File: src/rtl/seg7_scan_driver_if.sv
// Bundles the timer-side digit codes and the multiplexed display outputs of seg7_scan_driver.
interface seg7_scan_driver_if;
  logic            display_en;
  logic [5:0][6:0] digit_seg_in;
  logic [6:0]      seg_out;
  logic [5:0]      digit_sel_b;
  logic            frame_start;

  modport master (
    output display_en,
    output digit_seg_in,
    input  seg_out,
    input  digit_sel_b,
    input  frame_start
  );

  modport slave (
    input  display_en,
    input  digit_seg_in,
    output seg_out,
    output digit_sel_b,
    output frame_start
  );
endinterface

File: src/rtl/seg7_scan_driver.sv
// Six-digit multiplexed 7-segment scan driver with per-frame coherent snapshot.
// Optional macro SEG7_LEADING_ZERO_BLANK_EN blanks leading zeros of the hours field.
module seg7_scan_driver #(
  parameter int unsigned SCAN_DWELL   = 1000,
  parameter int unsigned BLANK_CYCLES = 4
) (
  input  logic               sys_clk,
  input  logic               rst,
  seg7_scan_driver_if.slave  bus
);

  localparam int unsigned DWELL_W = (SCAN_DWELL > 1) ? $clog2(SCAN_DWELL) : 1;
  localparam int unsigned BLANK_W = (BLANK_CYCLES > 1) ? $clog2(BLANK_CYCLES) : 1;
  localparam logic [DWELL_W-1:0] DWELL_LAST = DWELL_W'(SCAN_DWELL - 1);
  localparam logic [BLANK_W-1:0] BLANK_LAST = BLANK_W'(BLANK_CYCLES - 1);
  localparam logic [6:0] SEG_ZERO = 7'b0000001;
  localparam logic [6:0] SEG_OFF  = 7'b1111111;
  localparam logic [5:0] SEL_NONE = 6'b111111;
  localparam logic [2:0] IDX_LAST = 3'd5;

  typedef enum logic [1:0] {
    IDLE  = 2'd0,
    BLANK = 2'd1,
    DRIVE = 2'd2
  } state_e;

  state_e               state_r, state_nxt_s;
  logic [2:0]           idx_r, idx_nxt_s;
  logic [DWELL_W-1:0]   dwell_r, dwell_nxt_s;
  logic [BLANK_W-1:0]   blank_r, blank_nxt_s;
  logic [5:0][6:0]      snap_r;
  logic                 capture_s;
  logic [6:0]           seg_nxt_s;
  logic [5:0]           sel_nxt_s;

  // Hours-field leading-zero suppression happens once, at capture, so the scan path stays simple.
  function automatic logic [5:0][6:0] capture_code(input logic [5:0][6:0] raw);
    logic [5:0][6:0] code;
    code = raw;
`ifdef SEG7_LEADING_ZERO_BLANK_EN
    if (raw[5] == SEG_ZERO) begin
      code[5] = SEG_OFF;
      if (raw[4] == SEG_ZERO) begin
        code[4] = SEG_OFF;
      end else begin
        code[4] = raw[4];
      end
    end else begin
      code[5] = raw[5];
    end
`endif
    return code;
  endfunction

  function automatic logic [6:0] pick_digit(input logic [5:0][6:0] snap, input logic [2:0] idx);
    logic [6:0] code;
    case (idx)
      3'd0:    code = snap[0];
      3'd1:    code = snap[1];
      3'd2:    code = snap[2];
      3'd3:    code = snap[3];
      3'd4:    code = snap[4];
      3'd5:    code = snap[5];
      default: code = SEG_OFF;
    endcase
    return code;
  endfunction

  // Next-state, counter and capture decisions for the scan sequence.
  always_comb begin
    state_nxt_s = state_r;
    idx_nxt_s   = idx_r;
    dwell_nxt_s = dwell_r;
    blank_nxt_s = blank_r;
    capture_s   = 1'b0;
    case (state_r)
      IDLE: begin
        idx_nxt_s   = 3'd0;
        dwell_nxt_s = '0;
        blank_nxt_s = '0;
        if (bus.display_en) begin
          state_nxt_s = BLANK;
          capture_s   = 1'b1;
        end else begin
          state_nxt_s = IDLE;
        end
      end
      BLANK: begin
        if (!bus.display_en) begin
          state_nxt_s = IDLE;
          idx_nxt_s   = 3'd0;
          dwell_nxt_s = '0;
          blank_nxt_s = '0;
        end else if (blank_r == BLANK_LAST) begin
          state_nxt_s = DRIVE;
          blank_nxt_s = '0;
          dwell_nxt_s = '0;
        end else begin
          blank_nxt_s = blank_r + BLANK_W'(1);
        end
      end
      DRIVE: begin
        if (!bus.display_en) begin
          state_nxt_s = IDLE;
          idx_nxt_s   = 3'd0;
          dwell_nxt_s = '0;
          blank_nxt_s = '0;
        end else if (dwell_r == DWELL_LAST) begin
          state_nxt_s = BLANK;
          dwell_nxt_s = '0;
          // Wrapping back to digit 0 starts a new frame, hence a fresh snapshot.
          if (idx_r == IDX_LAST) begin
            idx_nxt_s = 3'd0;
            capture_s = 1'b1;
          end else begin
            idx_nxt_s = idx_r + 3'd1;
          end
        end else begin
          dwell_nxt_s = dwell_r + DWELL_W'(1);
        end
      end
      default: begin
        state_nxt_s = IDLE;
        idx_nxt_s   = 3'd0;
        dwell_nxt_s = '0;
        blank_nxt_s = '0;
      end
    endcase
  end

  // Output values for the upcoming state, registered below so the pins are glitch-free.
  always_comb begin
    seg_nxt_s = SEG_OFF;
    sel_nxt_s = SEL_NONE;
    if (state_nxt_s == DRIVE) begin
      seg_nxt_s = pick_digit(snap_r, idx_nxt_s);
      sel_nxt_s = ~(6'd1 << idx_nxt_s);
    end else begin
      seg_nxt_s = SEG_OFF;
      sel_nxt_s = SEL_NONE;
    end
  end

  // State, counters, snapshot and registered outputs.
  always_ff @(posedge sys_clk) begin
    if (rst) begin
      state_r         <= IDLE;
      idx_r           <= 3'd0;
      dwell_r         <= '0;
      blank_r         <= '0;
      snap_r          <= {6{SEG_ZERO}};
      bus.seg_out     <= SEG_OFF;
      bus.digit_sel_b <= SEL_NONE;
      bus.frame_start <= 1'b0;
    end else begin
      state_r         <= state_nxt_s;
      idx_r           <= idx_nxt_s;
      dwell_r         <= dwell_nxt_s;
      blank_r         <= blank_nxt_s;
      if (capture_s) begin
        snap_r <= capture_code(bus.digit_seg_in);
      end
      bus.seg_out     <= seg_nxt_s;
      bus.digit_sel_b <= sel_nxt_s;
      bus.frame_start <= capture_s;
    end
  end

endmodule

File: src/flat_wrapper.sv
// flat-port wrapper written by rule: the top's interface ports become plain ports
module seg7_scan_driver_flat 
#(
  parameter int unsigned SCAN_DWELL   = 1000,
  parameter int unsigned BLANK_CYCLES = 4
)
  (sys_clk, rst, bus_display_en, bus_digit_seg_in, bus_seg_out, bus_digit_sel_b, bus_frame_start);
  seg7_scan_driver_if bus_i ();
  input  logic sys_clk;
  input  logic rst;
  input wire logic [$bits(bus_i.display_en)-1:0] bus_display_en;
  input wire logic [$bits(bus_i.digit_seg_in)-1:0] bus_digit_seg_in;
  output wire logic [$bits(bus_i.seg_out)-1:0] bus_seg_out;
  output wire logic [$bits(bus_i.digit_sel_b)-1:0] bus_digit_sel_b;
  output wire logic [$bits(bus_i.frame_start)-1:0] bus_frame_start;
  assign bus_i.display_en = bus_display_en;
  assign bus_i.digit_seg_in = bus_digit_seg_in;
  assign bus_seg_out = bus_i.seg_out;
  assign bus_digit_sel_b = bus_i.digit_sel_b;
  assign bus_frame_start = bus_i.frame_start;
  seg7_scan_driver #(.SCAN_DWELL(SCAN_DWELL), .BLANK_CYCLES(BLANK_CYCLES)) u_core (.sys_clk(sys_clk), .rst(rst), .bus(bus_i));
endmodule
File: config.mk
export PLATFORM = sky130hd
export DESIGN_NAME = seg7_scan_driver_flat
export DESIGN_NICKNAME = d
export VERILOG_FILES = /design/src/rtl/seg7_scan_driver_if.sv /design/src/rtl/seg7_scan_driver.sv /design/src/flat_wrapper.sv
export SDC_FILE = /design/constraint.sdc
export NUM_CORES = 1
export LEC_CHECK = 0
export ABC_AREA = 1
export BUFFER_PORTS_ARGS = -buffer_cell sky130_fd_sc_hd__buf_2
export CORE_MARGIN = 2
export CORE_UTILIZATION = 25
export CTS_CLUSTER_SIZE = 20
export DETAILED_ROUTE_END_ITERATION = 12
export HOLD_SLACK_MARGIN = 0.15
export SLEW_MARGIN = 10
export SYNTH_ARGS = -nofsm -noshare
export SYNTH_HDL_FRONTEND = slang
export SYNTH_SLANG_ARGS = --single-unit
File: constraint.sdc
create_clock -name sys_clk -period 2.17 [get_ports sys_clk]
set_input_delay 0.217 -clock sys_clk [delete_from_list [all_inputs] [get_ports sys_clk]]
set_output_delay 0.217 -clock sys_clk [all_outputs]
set_load 0.01 [all_outputs]
# Yosys cells after proc, flatten, opt, wreduce, memory -nomap -nowiden
# Index checks and enable logic that the tools add are counted.
[totals] register_bits=73 in_bits=45 out_inout_bits=14 elab_cells=61
[op_classes] addsub=3 eq_ne=13 n_shift=1 n_mux=26 n_bitwise=2 reduce_logical=3
[ops] cell="7-bit case mux with 6 select lines" n=1
[ops] cell="10-bit 2-to-1 mux" n=4
[ops] cell="10-bit case mux with 2 select lines" n=1
[ops] cell="2-bit 2-to-1 mux" n=7
[ops] cell="3-bit 2-to-1 mux" n=4
[ops] cell="10-bit by 1-bit adder with 10-bit output (second input constant)" n=1
[ops] cell="10-bit == test (second input constant)" n=1
[ops] cell="3-bit == test (second input constant)" n=3
[ops] cell="2-bit == test (second input constant)" n=3
[ops] cell="3-bit by 2-bit == test with 1-bit output (second input constant)" n=2
[ops] cell="6-bit NOT" n=1
[ops] cell="2-bit case mux with 3 select lines" n=1
[ops] cell="3-bit case mux with 2 select lines" n=1
[ops] cell="1-bit by 3-bit << shifter with 6-bit output (first input constant)" n=1
[ops] cell="1-bit 2-to-1 mux" n=5
[ops] cell="2-bit case mux with 2 select lines" n=1
[ops] cell="3-bit by 1-bit adder with 3-bit output (second input constant)" n=1
[ops] cell="3-bit by 1-bit == test with 1-bit output (second input constant)" n=1
[ops] cell="3-bit logical NOT" n=1
[ops] cell="3-bit by 2-bit inequality test with 1-bit output (second input constant)" n=1
[ops] cell="2-bit by 1-bit adder with 2-bit output (second input constant)" n=1
[ops] cell="2-bit by 1-bit == test with 1-bit output (second input constant)" n=1
[ops] cell="2-bit logical NOT" n=1
[ops] cell="2-bit inequality test (second input constant)" n=1
[ops] cell="3 further kinds" n=3

# Logic depth before layout (Yosys ltp)
[logic_depth] word_depth=7 mapped_depth=14 mapped_depth_nobuf=14

# Least setup slack after synthesis
# Ideal clock, no wire load.
[synth_path] kind="register to register" from="register u_core.state_r[1]" to="register u_core.bus.seg_out[3]" setup_ns=0.114 arrival_ns=1.573 required_ns=2.056 slack_ns=0.482 stages_incl_launch_ff=13 n_path_buf=0 synth_period_minus_slack_ns=1.688 path_cell_list="dfxtp_1 > inv_1 > ha_1 > nand2_2 > inv_1 > nand2_1 > nand2_1 > a21oi_2 > nor2_8 > a21oi_4 > nand2_1 > nor2_1 > nand2_1"
[synth_between] elab_chain_cells=6 elab_cells_between_ends=19 cone_classes="8 x eq/ne; 7 x mux; 1 x bitwise; 3 x reduce/logical"
[synth_lines] element="start: declaration" line_no="seg7_scan_driver.sv:27" rtl="state_e state_r, state_nxt_s;"
[synth_lines] element="start signal: assignment" line_no="seg7_scan_driver.sv:156" rtl="state_r <= state_nxt_s;"
[synth_lines] element="parallel branches: the longest is 6 deep, another holds 7-bit case mux with 6 select lines"
[synth_lines] element="end signal: assignment" line_no="seg7_scan_driver.sv:163" rtl="bus.seg_out <= seg_nxt_s;"
[synth_lines] element="end: declaration" line_no="seg7_scan_driver_if.sv:20" rtl="output seg_out,"
# Parallel ways; which one is timed is not known.
# A chain may end at the register's enable or synchronous reset.

# Worst setup path after layout
# Ends and elaborated chain as after synthesis.

==> out/metrics.yaml <==
arrival_ns: 2.25
wirelength_mm: 9.03
multi_input_area_sq_um: 1680
clk_latency_ns: 0.34
clkTransAtPathRegs_ns: 0.06
hold_viol: 0
die_w_microns: 121
cts_max_level: 3
place_congestion: 0.843
rsz0062_at_grt: "no"
cts_tree: "built"
avgSynthCellArea_sq_um: 7.33
clock_path_buffers: 2
layout_commonest_cell: "nor2_1"
p_leak_nw: 1.92
grt_pass1_wl_mm: 14.4
syn-num-nets: 514
timing.final.crit_share: 0.930
slew_viol_final: 0
ys_warn_count: 0
portBuffers: 58
hold-worst-slack_ns: 0.148
syn-cell-area_sq_um: 3390
drive_above_1_share: 0.214
async_reset_ff_frac: 0
status: "complete, no violations"
nFillCells: 1408
endpoint_kind: "flip-flop"
hold_path.class: "primary input to flip-flop"
antenna_left: 0
layout_common_cells: "nor2_1, nand2_1, dfxtp_1"
grt_pass1_vias: 3115
cap_violations: 0
min_from: "bus_digit_seg_in[30]"
clock_sinks: 73
postSynthCellCount: 463
num_rows: 42
synth_ff_type: "dfxtp_1"
drt_pass1_iterations: 4
criticalPathCategory: "flip-flop to flip-flop"
peakVddDrop_mv: 0.335
cts_buffers: 9
insertedDiodeCount: 0
fin_skew_ns: 0.00720
via_per_inst: 4.48
overflow: 0
r2r-start: "u_core.state_r[1]$_SDFF_PP0_"
regArea_sq_um: 1460
hpwlAfterDp_mm: 6.44
vias: 3231
pin_count: 59
die-area_sq_um: 14500
crit_fanout: 9
ys_seq_area_frac: 0.431
drc_errors: 0
syn_to_final_growth_pct: 31.0
tightestPinTransition_ns: 0.460
grt_max_degree: 43
final_nets: 592
drt_iter0_markers: 186
core-area_sq_um: 13200
required_ns: 2.40
synth-edff-count: 0
powerDensity_nw_per_um2: 753
root_buffer: "clkbuf_16"
crit_start: "u_core.state_r[1]$_SDFF_PP0_"
antenna_found_initial: 0
fin_crit_ns: 2.02
dieHeight_microns: 121
max_slew_margin: 0.693
setup_viol: 0
startpoint_type: "flip-flop"
tns_ns: 0
initial_core_util: 0.256
grt_usage: 0.125
synthDistinctLibCells: 36
timing.fmax_ghz: 0.495
wl_per_cell_microns: 12.5
power_mw: 3.35
synth-seq-cells: 73
==> power by group <==
part | switching, mW | internal, mW | leakage (nW)
Combinational | 0.133 | 0.117 | 1.16
Sequential | 0.0359 | 1.41 | 0.600
Clock | 0.580 | 1.08 | 0.163
Total | 0.748 | 2.60 | 1.92
==> final timing paths <==
| path | end | slack [ns] | depth (start not counted) |
|---|---|---|---|
| setup / recovery | u_core.bus.seg_out[3]$_SDFF_PP1_ | 0.15 | 12 |
| hold / removal | u_core.snap_r[30]$_SDFFE_PP0P_ | 0.15 | 3 |
| setup reg to reg | u_core.bus.seg_out[3]$_SDFF_PP1_ | 0.15 | 12 |
| hold reg to reg | u_core.snap_r[40]$_SDFFE_PP0P_ | 0.46 | 2 |
==> Yosys cell counts (2+ instances only) <==
library cell | number | share of area
nor3_1 | 6 | 0.0088
or2_2 | 3 | 0.0055
nor2_1 | 107 | 0.12
nor2_4 | 5 | 0.017
inv_1 | 32 | 0.035
clkbuf_1 | 6 | 0.0066
nand3_2 | 2 | 0.0059
nand2_1 | 78 | 0.086
buf_4 | 5 | 0.011
buf_2 | 5 | 0.0074
ha_1 | 6 | 0.022
nand2_2 | 8 | 0.015
clkbuf_2 | 2 | 0.0029
nand2_4 | 2 | 0.0066
nand4_1 | 34 | 0.063
o21ai_0 | 37 | 0.055
a211oi_1 | 2 | 0.0044
inv_2 | 5 | 0.0055
nor3b_1 | 2 | 0.0044
a21oi_1 | 13 | 0.019
nand3_1 | 15 | 0.022
a21oi_2 | 2 | 0.0052
dfxtp_1 | 73 | 0.43
==> sequential cells by signal, summed over array words and instances (netlist names) <==
register / count
u_core.blank_r: 2
u_core.bus.digit_sel_b: 6
u_core.bus.frame_start: 1
u_core.bus.seg_out: 7
u_core.dwell_r: 10
u_core.idx_r: 3
u_core.snap_r: 42
u_core.state_r: 2
==> through the flow <==
step | util | area (sq um) | instances | setup WS, ns
after global routing | 0.336 | 4450 | 722 | 0.00215
final | 0.336 | 4450 | 722 | 0.151
after CTS | 0.331 | 4390 | 719 | 0.0600
after floorplan | - | 3390 | 463 | 0.482
after global placement | 0.289 | 3830 | 681 | 0.181
after detailed placement | 0.289 | 3830 | 681 | 0.0817
==> critical path, cell delays in order (launching register included) <==
cell and delay [ns]:
dfxtp_1 0.36, inv_1 0.09, ha_1 0.19, nand2_2 0.12, nor2_2 0.11, nor2_2 0.12, o21ai_0 0.09, nor2_1 0.20
nand2_2 0.12, a21oi_4 0.23, nand2_1 0.09, nor2_1 0.14, nand2_1 0.06
==> timing repair <==
action                                 4_1_cts  5_1_grt
endpoints found under the hold margin       22        0
setup endpoints to repair                    0        8
setup buffers                                0        2
resized for setup                            0        6
hold buffers                                22        0
==> logic make-up after synthesis <==
group,count (synthesis),synth area share
DFF,73,0.431
buffers and inverters,58,0.0808
AOI/OAI and AO/OA,59,0.0970
and+or+nand+nor,267,0.369
adders and majority gates,6,0.0221
==> final cells by class <==
type	instances	share of cell area
Tap cell	176	0.0495
Clock buffer	11	0.0569
Timing Repair Buffer	87	0.135
Inverter	37	0.0318
Sequential cell	73	0.329
Clock inverter	5	0.0191
Multi-Input combinational cell	333	0.379
==> per-layer routing <==
layer	global-route usage	vias to the layer above	wire length (microns)
li1	-	1673	-
met1	0.154	1461	4160
met2	0.208	87	4280
met3	0.0373	10	432
met4	0.0429	0	146
met5	0	-	0
No activity file was read; power rests on OpenSTA's default activity.
